## config.mk

```make
export PLATFORM = sky130hd
export DESIGN_NAME = stark_fetch_pcgen
export DESIGN_NICKNAME = d
export VERILOG_FILES = /design/src/rtl/stark_fetch_pcgen_pkg.sv /design/src/rtl/stark_bno_inc.sv /design/src/rtl/stark_fetch_pcgen.sv
export SDC_FILE = /design/constraint.sdc
export NUM_CORES = 1
export LEC_CHECK = 0
export ABC_AREA = 1
export BUFFER_PORTS_ARGS = -buffer_cell sky130_fd_sc_hd__buf_4
export CAP_MARGIN = 10
export CORE_MARGIN = 3
export CORE_UTILIZATION = 53
export CTS_CLUSTER_SIZE = 14
export DETAILED_ROUTE_END_ITERATION = 10
export GPL_TIMING_DRIVEN = 0
export PLACE_DENSITY = 0.82
export SLEW_MARGIN = 5
export SYNTH_ARGS = -nofsm -noshare
export SYNTH_HDL_FRONTEND = slang
export SYNTH_SLANG_ARGS = --single-unit
```

## constraint.sdc

```tcl
create_clock -name clk -period 2.3 [get_ports clk]
set_input_delay 0.46 -clock clk [delete_from_list [all_inputs] [get_ports clk]]
set_output_delay 0.46 -clock clk [all_outputs]
set_load 0.01 [all_outputs]
```

## src/rtl/stark_fetch_pcgen_pkg.sv

```systemverilog
// Shared types for the fetch PC generator: address width, extended PC, FSM states.
// Latency: n/a (types and constants only).
// Backpressure: n/a.
package stark_fetch_pcgen_pkg;

  localparam int AWID    = 32;
  localparam int BNO_WID = 6;

  typedef logic [AWID-1:0]    address_t;
  typedef logic [BNO_WID-1:0] branch_num_t;

  // Fetch PC tagged with the taken/fall-through branch numbers it belongs to.
  typedef struct packed {
    branch_num_t bno_t;
    branch_num_t bno_f;
    address_t    pc;
  } pc_address_ex_t;

  localparam address_t RSTPC = 32'hFFFC_0100;

  typedef enum logic [1:0] {
    RESET = 2'd0,
    RUN   = 2'd1,
    MISS  = 2'd2,
    REDIR = 2'd3
  } fetch_pcgen_state_t;

endpackage

```

## src/rtl/stark_bno_inc.sv

```systemverilog
// Next branch number: b+1, wrapping from all-ones back to 1 so 0 is never produced.
// Latency: combinational.
// Backpressure: none.
module stark_bno_inc #(
  parameter int W = 6
) (
  input  logic [W-1:0] bno,
  output logic [W-1:0] bno_nxt
);

  // Increment with the reserved zero value skipped on wrap.
  always_comb begin
    bno_nxt = bno + W'(1);
    if (bno == {W{1'b1}}) begin
      bno_nxt = W'(1);
    end
  end

endmodule

```

## src/rtl/stark_fetch_pcgen.sv

```systemverilog
// Fetch PC generator: sequential fetch, icache-miss hold, predicted redirects, mispredict recovery.
// Latency: redirects and stomps appear on pc_o/stomp_fet the cycle after the input pulse.
// Backpressure: en low holds the PC; a bp_taken seen while stalled is parked until en returns.
module stark_fetch_pcgen
  import stark_fetch_pcgen_pkg::*;
#(
  parameter int unsigned FETCH_INC = 20,
  parameter int          BNO_W     = BNO_WID,
  parameter int unsigned MISS_TMO  = 255
) (
  input  logic             clk,
  input  logic             rst,
  input  logic             en,
  input  logic             ihit,
  input  logic             branch_miss,
  input  pc_address_ex_t   misspc,
  input  logic             bp_taken,
  input  pc_address_ex_t   bp_tgt,
  output pc_address_ex_t   pc_o,
  output logic [2:0]       rstcnt,
  output logic             stomp_fet,
  output logic [BNO_W-1:0] stomp_bno,
  output logic             miss_tmo
);

  localparam int MCW = $clog2(MISS_TMO + 1);

  fetch_pcgen_state_t state, state_d;
  pc_address_ex_t     pc_r, pc_d;
  logic [2:0]         rstcnt_d;
  logic               stomp_d;
  logic [BNO_W-1:0]   sbno_d;
  logic               tmo_d;
  logic [MCW-1:0]     miss_cnt, miss_cnt_d;
  logic               pend_vld, pend_vld_d;
  address_t           pend_pc, pend_pc_d;
  address_t           redir_pc;
  branch_num_t        bno_nxt;

  // Only the pc field of the redirect targets is meaningful here.
  logic unused_bno_fields;
  assign unused_bno_fields = ^{misspc.bno_t, misspc.bno_f, bp_tgt.bno_t, bp_tgt.bno_f};

  stark_bno_inc #(.W(BNO_WID)) u_bno_inc (
    .bno     (pc_r.bno_t),
    .bno_nxt (bno_nxt)
  );

  assign pc_o = pc_r;

  // State register and all output/holding registers.
  always_ff @(posedge clk or negedge rst) begin
    if (!rst) begin
      state     <= RESET;
      pc_r      <= '{bno_t: BNO_WID'(1), bno_f: BNO_WID'(1), pc: RSTPC};
      rstcnt    <= 3'd0;
      stomp_fet <= 1'b0;
      stomp_bno <= '0;
      miss_tmo  <= 1'b0;
      miss_cnt  <= '0;
      pend_vld  <= 1'b0;
      pend_pc   <= '0;
    end else begin
      state     <= state_d;
      pc_r      <= pc_d;
      rstcnt    <= rstcnt_d;
      stomp_fet <= stomp_d;
      stomp_bno <= sbno_d;
      miss_tmo  <= tmo_d;
      miss_cnt  <= miss_cnt_d;
      pend_vld  <= pend_vld_d;
      pend_pc   <= pend_pc_d;
    end
  end

  // Next-state and next-PC selection; mispredicts outrank everything outside RESET.
  always_comb begin
    state_d    = state;
    pc_d       = pc_r;
    stomp_d    = 1'b0;
    sbno_d     = stomp_bno;
    tmo_d      = miss_tmo;
    miss_cnt_d = miss_cnt;
    pend_vld_d = pend_vld;
    pend_pc_d  = pend_pc;
    rstcnt_d   = rstcnt[2] ? rstcnt : rstcnt + 3'd1;
    redir_pc   = bp_taken ? bp_tgt.pc : pend_pc;

    if (state == RESET) begin
      // Leave reset on the same edge that the settle counter reaches 4.
      if (rstcnt_d[2]) begin
        state_d = RUN;
      end
    end else if (branch_miss) begin
      pc_d.pc    = misspc.pc;
      pc_d.bno_t = bno_nxt;
      pc_d.bno_f = pc_r.bno_t;
      stomp_d    = 1'b1;
      sbno_d     = BNO_W'(bno_nxt);
      pend_vld_d = 1'b0;
      state_d    = REDIR;
    end else begin
      // A prediction that cannot be taken right now is parked for later.
      if (bp_taken && !(state == RUN && en)) begin
        pend_vld_d = 1'b1;
        pend_pc_d  = bp_tgt.pc;
      end
      case (state)
        RUN: begin
          if (en && (bp_taken || pend_vld)) begin
            pc_d.pc    = redir_pc;
            pc_d.bno_t = bno_nxt;
            stomp_d    = 1'b1;
            sbno_d     = BNO_W'(bno_nxt);
            pend_vld_d = 1'b0;
          end else if (en && !ihit) begin
            miss_cnt_d = '0;
            state_d    = MISS;
          end else if (en) begin
            pc_d.pc = pc_r.pc + AWID'(FETCH_INC);
          end
        end
        MISS: begin
          if (ihit) begin
            state_d = RUN;
          end else begin
            if (miss_cnt == MCW'(MISS_TMO)) begin
              tmo_d = 1'b1;
            end else begin
              miss_cnt_d = miss_cnt + MCW'(1);
            end
          end
        end
        default: begin
          // REDIR: single bubble after a mispredict.
          state_d = RUN;
        end
      endcase
    end
  end

endmodule

```

==> metrics.md, run 1 <==
| Metric | Value |
|---|---|
| Status | finished clean |
| Most common cell after layout, fill and taps aside | nand2_1 |
| Finished Layout Cells | 1,016 |
| Met3 Track Usage GR | around 5.6% |
| Max incr delay on CP | approximately 0.48 ns |
| Most frequent cells in the layout | nand2_1, buf_4, inv_1 |
| HPWL Detailed | between 10 and 15 mm |
| Worst IR Drop VDD | 712 uV |
| Initial drt markers | ~440 |
| Antenna diode count | 0 |
| Vias in the first global route | approximately 5,200 |
| Io pins | 149 |
| Most common flop cell mapped by yosys | dfrtp_1 |
| Compound-Gate Fraction of Synth Area | between 10% and 20% |
| CTS tree | done |
| Final Hold Fails | 0 |
| Initial Utilization | between 50% and 60% |
| Unrepaired setup endpoints after global routing | false |
| Layout cell share with drive strength beyond 1 | about a quarter |
| CP Capture Type | flip-flop |
| Vias per inst | 5.49 |
| Final max-slew violation count | 0 |
| CTS root buffer | clkbuf_8 |
| Grt total ovfl | 0 |
| Synth cell types | 44 |
| Largest net degree at the start of global routing | 94 |
| Register area share after synthesis | between 40% and 50% |
| Max Clk Rate | ~500 MHz |
| Req. time, crit path | ~2.6 ns |
| Die H | 108 microns |
| Final Wtd Congestion | between 0.9 and 1 |
| Pre-CTS setup slack | approximately 0.23 ns |
| H-tree depth | 3 |
| Portion of netlist area occupied by mux cells | just over 3% |
| DRT Pass-1 Iters | 5 |
| Cell area after synthesis | 5520 sq um |
| Initial antenna violation count | 0 |
| Drt drc | 0 |
| Multi-input logic area | about 2700 sq um |
| Synth Area in Simple Gates | a little over a quarter |
| Largest family of logic cells by synthesized area | simple AND/OR/NAND/NOR gates |
| Critical-path top delay cell | dfrtp_1 |
| Pwr Density | 861 nW/um^2 |
| CTS Buf Count | 9 |
| Die Area | between 10,000 and 15,000 sq um |
| GRT Resource Usage Total | around 29% |
| CP Class | reg2reg |
| Total core area | roughly 10000 sq um |
| Worst-path fanout max | 5 |
| Async SR Flop Fraction | between 90% and 100% |
| Longest Clk Path Bufs | 2 |
| Synth Area in Adders | less than 1% |
| # rows | 36 |
| Clock-pin slew on the worst setup and hold paths | around 0.09 ns |
| Grt peak-use layer | met2 |
| Nets | between 900 and 1,000 |
| Syn Inst Count | 743 |
| Die width | about 110 microns |
| Clock skew | between 0.015 and 0.02 ns |
| DR WL/cell | roughly 17 microns |
| Met2 Resource Use GR | a little under half |
| Arrival time worst endpoint | ~2.3 ns |
| Yosys Warn Count | 0 |
| Routed wire length | 16.8 mm |
| HP Class | in2async |
| GR Util met1 | about two fifths |
| Final Worst Setup Slack | 0.353 ns |
| Cts hold-fix bufs | 0 |
| Final setup viols | 0 |
| Fin crit period | between 1.5 and 2 ns |
| Post-CTS Setup Bufs | 0 |
| Slew headroom | 57.2% |
| Final TNS setup | 0 ns |
| Max_cap viols | 0 |
| Worst-Skew Late Latency | 0.39 ns |
| Clock Sinks | 93 |
| Measured slew at the worst slew-check pin | 0.642 ns |
| Syn Nets | 841 |
| First-pass GRT wire length | ~26 mm |
| Antenna violation net count after detailed routing | 0 |
| Reg area | about 2300 sq um |
| Fin crit share | a little over four fifths |
| Number of cells after detailed placement | ~1,000 |
| Post-CTS Resized | 0 |
| Syn avg cell area | roughly 7.4 sq um |
| Yosys reg bits | between 90 and 100 |
| Vias after detailed routing | approximately 5,600 |
| Layout filler cell count | roughly 850 |
| Area growth syn-to-layout | 23.8% |
| XOR/XNOR share of the synthesized area | between 1.5 and 2% |
| Number of flops mapped to enable cells by yosys | 0 |
| Lkg Pwr | around 0.0035 uW |
| Critical Path, Cell by Cell | ha_1, nor2_1, nor2_1, nand2_1, nor2_1, nand4_1, o21bai_1, nand2_1, nand2_1, inv_1 |
| Port Buffers | approximately 120 |
| CP Launch Type | flip-flop |
critical path: cells and delay by family, from the launching register on:
kind | cells | cell delay, ns
compound gates | 1 | 0.16
fa+ha+maj | 1 | 0.23
buf+inv | 1 | 0.03
flops | 1 | 0.48
simple gates | 7 | 1.00
sequential cells by signal (all words and copies together) (netlist names):
| signal | flops |
|---|---|
| pc_o | 39 |
| pend_pc | 32 |
| miss_cnt | 8 |
| stomp_bno | 6 |
| rstcnt | 3 |
| state | 2 |
| miss_tmo | 1 |
| pend_vld | 1 |
| stomp_fet | 1 |
cell type report:
class / instances / share of cell area, %
Tap cell: 133 / 2.43
Timing Repair Buffer: 124 / 13.9
Buffer: 32 / 2.49
Multi-Input combinational cell: 526 / 38.8
Clock buffer: 10 / 1.87
Inverter: 92 / 5.09
Clock inverter: 6 / 1.02
Sequential cell: 93 / 34.3
routing by layer:
layer,share of wire [%],up-vias
met5,0,-
met4,1.9,0
met3,8.7,32
met2,46,272
met1,43,2588
li1,-,2685
metrics by stage:
| step | area [sq um] | utilization (%) | hold slack (ns) | total power [uW] |
|---|---|---|---|---|
| after global routing | 6840 | 68.7 | 0.0915 | 6270 |
| after CTS | 6810 | 68.4 | 0.293 | 5880 |
| after floorplan | 5520 | - | 0.164 | 3740 |
| final | 6840 | 68.7 | 0.0523 | 5890 |
| after detailed placement | 6610 | 66.4 | 0.464 | 4740 |
| after global placement | 6610 | 66.4 | 0.462 | 4660 |
path summary, 6_finish.rpt:
| path | from | endpoint | slack (ns) | cells past startpoint |
|---|---|---|---|---|
| hold reg to reg | miss_tmo | miss_tmo | 0.49 | 1 |
| min in group clk | bp_tgt[18] | pend_pc[18] | 0.31 | 2 |
| max in group asynchronous | rst | pc_o[24] | 1.54 | 2 |
| setup / recovery | pc_o[2] | pc_o[28] | 0.35 | 10 |
| hold / removal | rst | pc_o[37] | 0.05 | 1 |
| setup reg to reg | pc_o[2] | pc_o[28] | 0.35 | 10 |
synthesized netlist by cell type, types with 3 or more instances:
library cell / number / area [sq um]
nand2_1: 212 / 796
or2_2: 3 / 18.8
a31oi_1: 8 / 50.1
o22ai_1: 5 / 31.3
o21ai_1: 9 / 45.0
o31ai_1: 4 / 30.0
a21oi_1: 43 / 215
nand3_1: 29 / 145
xnor2_1: 5 / 43.8
a22oi_1: 3 / 22.5
buf_4: 7 / 52.6
mux2_2: 8 / 90.1
nand4_1: 12 / 75.1
mux2_4: 4 / 60.1
inv_2: 3 / 11.3
nand3b_1: 3 / 22.5
nor2_4: 4 / 45.0
dfstp_2: 17 / 447
ha_1: 4 / 50.1
nor3_1: 10 / 50.1
inv_1: 88 / 330
dfrtp_1: 76 / 1900
nor2_1: 55 / 206
xor2_1: 5 / 43.8
o21ai_0: 79 / 395
clkbuf_1: 11 / 41.3
buf_2: 13 / 65.1
power by group:
part	switching [uW]	internal (uW)	total (uW)
logic	1220	987	2200
clock network	630	513	1140
registers	433	2110	2540
total	2280	3610	5890
kinds of logic after synthesis:
family	Yosys count
DFF	93
and+or+nand+nor	336
xor gates and xnor gates	10
adders and majority gates	4
AOI/OAI and AO/OA	162
muxes	14
buffers and inverters	124
Power figures use the tool's default switching activity.
==> run 2, diff against run 1 <==
Clock period 2.3 ns to 1.8 ns, I/O delays scaled along.
==> metrics.md, run 2 (synthesized netlist as in run 1, its figures left out) <==
| Metric | Value |
|---|---|
| Pint | ~4700 uW |
| Die H | between 100 and 150 microns |
| CTS root buffer | clkbuf_8 |
| CTS tree | done |
| Final max-slew violation count | 0 |
| Vias in the first global route | 5,260 |
| Fin crit period | roughly 1.8 ns |
| Reg-to-Reg End | pc_o[25] |
| Worst-path fanout max | 10 |
| Longest Clk Path Bufs | 2 |
| Clock network power share | between 10% and 20% |
| Largest net degree at the start of global routing | 94 |
| Worst IR Drop VDD | 884 uV |
| Initial Utilization | a little under three fifths |
| Finished Layout Cells | slightly above 1,000 |
| Clock-pin slew on the worst setup and hold paths | ~0.10 ns |
| Final Wtd Congestion | roughly 0.95 |
| Multi-input logic area | 2750 sq um |
| Req. time, crit path | ~2.1 ns |
| Die Area | 11,700 sq um |
| Area growth syn-to-layout | 26.6% |
| Reg2reg path depth | 9 |
| First-pass GRT wire length | between 20 and 30 mm |
| Gate power share | between 30% and 40% |
| Reg area | around 2400 sq um |
| FF-to-FF Start | state[0] |
| Arrival time worst endpoint | around 2.1 ns |
| HP Class | in2reg |
| CP Class | reg2reg |
| Io pins | about 150 |
| Antenna diode count | 0 |
| Die width | 108 microns |
| DRT Pass-1 Iters | 5 |
| CP Launch Type | flip-flop |
| Lkg Pwr | between 0.003 and 0.004 uW |
| Pwr Density | ~1100 nW/um^2 |
| Critical Path Start | state[0] |
| Most common cell after layout, fill and taps aside | nand2_1 |
| DR WL/cell | roughly 17 microns |
| Layout cell share with drive strength beyond 1 | between 20% and 30% |
| Routed wire length | 17.1 mm |
| Max reg flops | 39 |
| Initial drt markers | 437 |
| Antenna violation net count after detailed routing | 0 |
| Max Clk Rate | between 500 and 600 MHz |
| Layout filler cell count | 829 |
| CP Capture Type | flip-flop |
| Fin area | 6990 sq um |
| # rows | 36 |
| Final Hold Fails | 0 |
| GRT Resource Usage Total | roughly 30% |
| Final setup viols | 0 |
| Worst-Skew Late Latency | 0.39 ns |
| Vias per inst | 5.53 |
| Nets | 982 |
| Max_cap viols | 0 |
| Unrepaired setup endpoints after global routing | true |
| Fin util | 70.2% |
| Switching power | between 2000 and 3000 uW |
| Measured slew at the worst slew-check pin | 0.557 ns |
| Fraction of power spent switching nets | roughly two fifths |
| Slew headroom | 62.9% |
| Clock skew | around 0.014 ns |
| Fin crit share | 97.6% |
| CTS Buf Count | 9 |
| Initial antenna violation count | 0 |
| Vias after detailed routing | between 5,000 and 6,000 |
| Total core area | roughly 10000 sq um |
| Port Buffers | 123 |
| Worst setup path endpoint | pc_o[25] |
| Grt total ovfl | 0 |
| Sequential share of power | between 40 and 50% |
| Placement Cell Area | approximately 6600 sq um |
| H-tree depth | 3 |
| Number of cells after detailed placement | about 1,000 |
| R2R setup slack | between 0.04 and 0.05 ns |
| Final hold slack | between 0.2 and 0.25 ns |
| Status | finished clean |
| Clock Sinks | 93 |
| Drt drc | 0 |
| HPWL Detailed | ~13 mm |
| Most frequent cells in the layout | nand2_1, buf_4, inv_1 |
-- run 2: cell count changes in the layout (fill, tap and decap cells not counted), moves of 4 or more --
cell,before,now
nor2_1,55,46
buf_4,130,136
clkbuf_1,12,7
clkbuf_2,0,5
nand2_1,212,207
nor2_2,1,6
nand2_2,0,4
nor2_4,4,8
o21ai_0,79,75
o21ai_1,9,13
-- run 2: metal layers --
metal	GRT usage, %	share of wire (%)
met3	5.55	8.5
met1	41.7	43
met5	0	0
met2	46.1	47
met4	9.65	2.0
-- run 2: area by class of cell --
class	count	share of cell area [%]
buffer	32	2.56
inverter	92	4.97
multi-input combinational	526	39.3
tap	133	2.38
timing repair buffer	130	14.3
clock buffer	10	1.83
sequential	93	33.6
clock inverter	6	1.00
-- run 2: repair_timing --
action / in CTS / in global routing
gates cloned: 0 / 0
pin swaps: 0 / 5
endpoints found under the hold margin: 0 / 7
gates resized for setup: 6 / 38
hold buffers: 0 / 1
setup endpoints to repair: 15 / 55
buffers inserted: 0 / 5
-- run 2: power groups by stage --
stage          sequential (uW)  combinational, uW  clock [uW]
3_3_place_gp              3240               2720           0
6_report                  3250               2950        1460
4_1_cts                   3230               2810        1490
5_1_grt                   3330               3280        1550
2_1_floorplan             3300               1480           0
3_5_place_dp              3270               2780           0
-- run 2: worst max-delay path: stages (launching register included) --
cell,delay (ns)
dfrtp_1,0.45
nor2_2,0.12
a21oi_4,0.17
nand3_4,0.16
inv_2,0.16
buf_6,0.17
o21ai_1,0.07
a21oi_1,0.25
nand2_1,0.09
nand2_1,0.06
-- run 2: worst min path at each step --
stage | from | to | slack (ns) | cells past startpoint
final | bp_tgt[18] | pend_pc[18] | 0.21 | 2
after global routing | bp_tgt[1] | pend_pc[1] | 0.21 | 2
after CTS | bp_tgt[18] | pend_pc[18] | 0.19 | 2
after detailed placement | miss_tmo | miss_tmo | 0.46 | 1
after global placement | pend_pc[24] | pend_pc[24] | 0.46 | 2
after floorplan | rst | miss_cnt[0] | 0.06 | 0
-- run 2: stage by stage --
step | setup slack [ns] | power [uW] | setup TNS [ns]
2_1_floorplan | 0.228 | 4770 | 0
3_3_place_gp | -0.125 | 5960 | -0.796
3_5_place_dp | -0.172 | 6050 | -1.73
4_1_cts | 0.00327 | 7530 | 0
5_1_grt | -0.0649 | 8160 | -0.290
6_report | 0.0430 | 7660 | 0
==> run 3, diff against run 2 <==
--- a/config.mk
+++ b/config.mk
@@ -8,3 +8,3 @@
 export ABC_AREA = 1
-export BUFFER_PORTS_ARGS = -buffer_cell sky130_fd_sc_hd__buf_4
+export BUFFER_PORTS_ARGS = -buffer_cell sky130_fd_sc_hd__buf_2
 export CAP_MARGIN = 10
==> constraint.sdc (replaced) <==
create_clock -name clk -period 1.8 [get_ports clk]
set_input_delay 0.27 -clock clk [delete_from_list [all_inputs] [get_ports clk]]
set_output_delay 0.27 -clock clk [all_outputs]
set_load 0.01 [all_outputs]
==> metrics.md, run 3 (synthesized netlist as in run 1, its figures left out) <==
| Metric | Value |
|---|---|
| Final hold slack | 0.161 ns |
| Max Clk Rate | about 590 MHz |
| Vias per inst | ~5.4 |
| Area growth syn-to-layout | 20.6% |
| Multi-input logic area | ~2700 sq um |
| HP Class | in2reg |
| Fin crit share | a little over nine tenths |
| Reg area | between 2000 and 2500 sq um |
| Layout filler cell count | 900 |
| Vias after detailed routing | 5,552 |
| Worst-Skew Late Latency | 0.36 ns |
| Final Wtd Congestion | 0.956 |
| Layout cell share with drive strength beyond 1 | between 20% and 30% |
| Fin crit period | around 1.7 ns |
| Die H | 108 microns |
| Critical Path Start | state[0] |
| Port Buffers | roughly 120 |
| Unrepaired setup endpoints after global routing | true |
| Grt total ovfl | 0 |
| Pre-CTS setup slack | -0.0670 ns |
| Final Worst Setup Slack | between 0.1 and 0.15 ns |
| Pwr Density | about 1100 nW/um^2 |
| Antenna diode count | 0 |
| R2R setup slack | 0.11 ns |
| Measured slew at the worst slew-check pin | 0.590 ns |
| Slew headroom | just over 60% |
| Met2 Resource Use GR | a little over two fifths |
| Clock-pin slew on the worst setup and hold paths | 0.09 ns |
| Total core area | between 9000 and 10,000 sq um |
| Max reg flops | 39 |
| # rows | 36 |
| FF-to-FF Start | state[0] |
| Final TNS setup | 0 ns |
| DRT Pass-1 Iters | 5 |
| Fin area | ~6700 sq um |
| CTS tree | done |
| H-tree depth | 3 |
| Worst-path fanout max | 10 |
| CTS root buffer | clkbuf_8 |
| Met3 Track Usage GR | around 3.9% |
| Initial antenna violation count | 0 |
| Most common cell after layout, fill and taps aside | nand2_1 |
| Vias in the first global route | approximately 5,000 |
| Die Area | around 12,000 sq um |
| Status | finished clean |
| Routed wire length | about 16 mm |
| CTS Buf Count | 9 |
| Lkg Pwr | between 0.003 and 0.004 uW |
| Final max-slew violation count | 0 |
| Initial drt markers | 442 |
| Clock skew | just under 0.009 ns |
| Placement Cell Area | between 6000 and 7000 sq um |
| Arrival time worst endpoint | about 1.9 ns |
| Drt drc | 0 |
| CP Capture Type | flip-flop |
| Req. time, crit path | slightly above 2 ns |
| Antenna violation net count after detailed routing | 0 |
| Most frequent cells in the layout | nand2_1, buf_2, inv_1 |
| Max_cap viols | 0 |
| Largest net degree at the start of global routing | 51 |
| Final setup viols | 0 |
| Worst IR Drop VDD | between 800 and 900 uV |
| Io pins | ~150 |
| DR WL/cell | roughly 16 microns |
| First-pass GRT wire length | roughly 25 mm |
| Die width | between 100 and 150 microns |
| GRT Resource Usage Total | 27.8% |
| Overall power | roughly 7300 uW |
| Clock Sinks | just over 90 |
| CP Class | reg2reg |
| CP Launch Type | flip-flop |
| Nets | roughly 980 |
| Final Hold Fails | 0 |
| GR Util met1 | about two fifths |
| Worst min-delay path startpoint | bp_tgt[4] |
| Grt peak-use layer | met2 |
| HPWL Detailed | between 10 and 15 mm |
| Longest Clk Path Bufs | 2 |
| Initial Utilization | 55.5% |
==> run 3: cell types whose count changed in the layout (fill, tap and decap cells not counted), sizes merged <==
cell,delta
buf,-2
clkbuf,+3
clkinv,-1
clkinvlp,+1
inv,-2
==> run 3: repair_timing <==
action | 4_1_cts | 5_1_grt
pin swaps | 0 | 3
hold buffers | 1 | 0
setup endpoints to repair | 6 | 40
endpoints found under the hold margin | 38 | 0
gates resized for setup | 5 | 32
setup buffers | 0 | 4
==> run 3: worst max-delay path, cell delays in order (launching register included) <==
cell	delay (ns)
dfrtp_1	0.44
nor2_2	0.25
nor2_1	0.10
nand3_2	0.21
buf_4	0.25
mux2_4	0.32
==> run 3: final timing paths <==
kind | to | cells past startpoint
min in group asynchronous | pc_o[33] | 2
hold reg to reg | miss_tmo | 1
setup / recovery | pend_pc[22] | 5
max in group asynchronous | pc_o[23] | 3
setup reg to reg | pend_pc[22] | 5
hold / removal | pend_pc[4] | 2
==> run 3: cell type report <==
| class | count | share of cell area (%) |
|---|---|---|
| multi-input combinational | 526 | 41.0 |
| sequential | 93 | 35.3 |
| timing repair buffer | 129 | 10.3 |
| inverter | 92 | 5.22 |
| buffer | 32 | 2.69 |
| tap | 133 | 2.50 |
| clock buffer | 12 | 2.33 |
| clock inverter | 4 | 0.695 |
==> run 3: stage by stage <==
stage | std cells | util (%)
finish | 1021 | 66.9
global route | 1021 | 66.9
CTS | 1017 | 65.9
detailed placement | 1000 | 63.6
global placement | 999 | 63.3
floorplan | 743 | -
==> run 3: layer usage <==
layer / routed length (microns) / share of wire (%) / up-vias
li1: - / - / 2692
met1: 6790 / 42 / 2562
met2: 7450 / 46 / 271
met3: 1510 / 9.4 / 27
met4: 352 / 2.2 / 0
met5: 0 / 0 / -
==> run 3: where the power goes <==
part	switching [uW]	leakage (uW)	internal (uW)
Combinational	1580	0.00220	1050
Clock	734	0.000100	713
Sequential	534	0.00109	2700
Total	2850	0.00339	4460
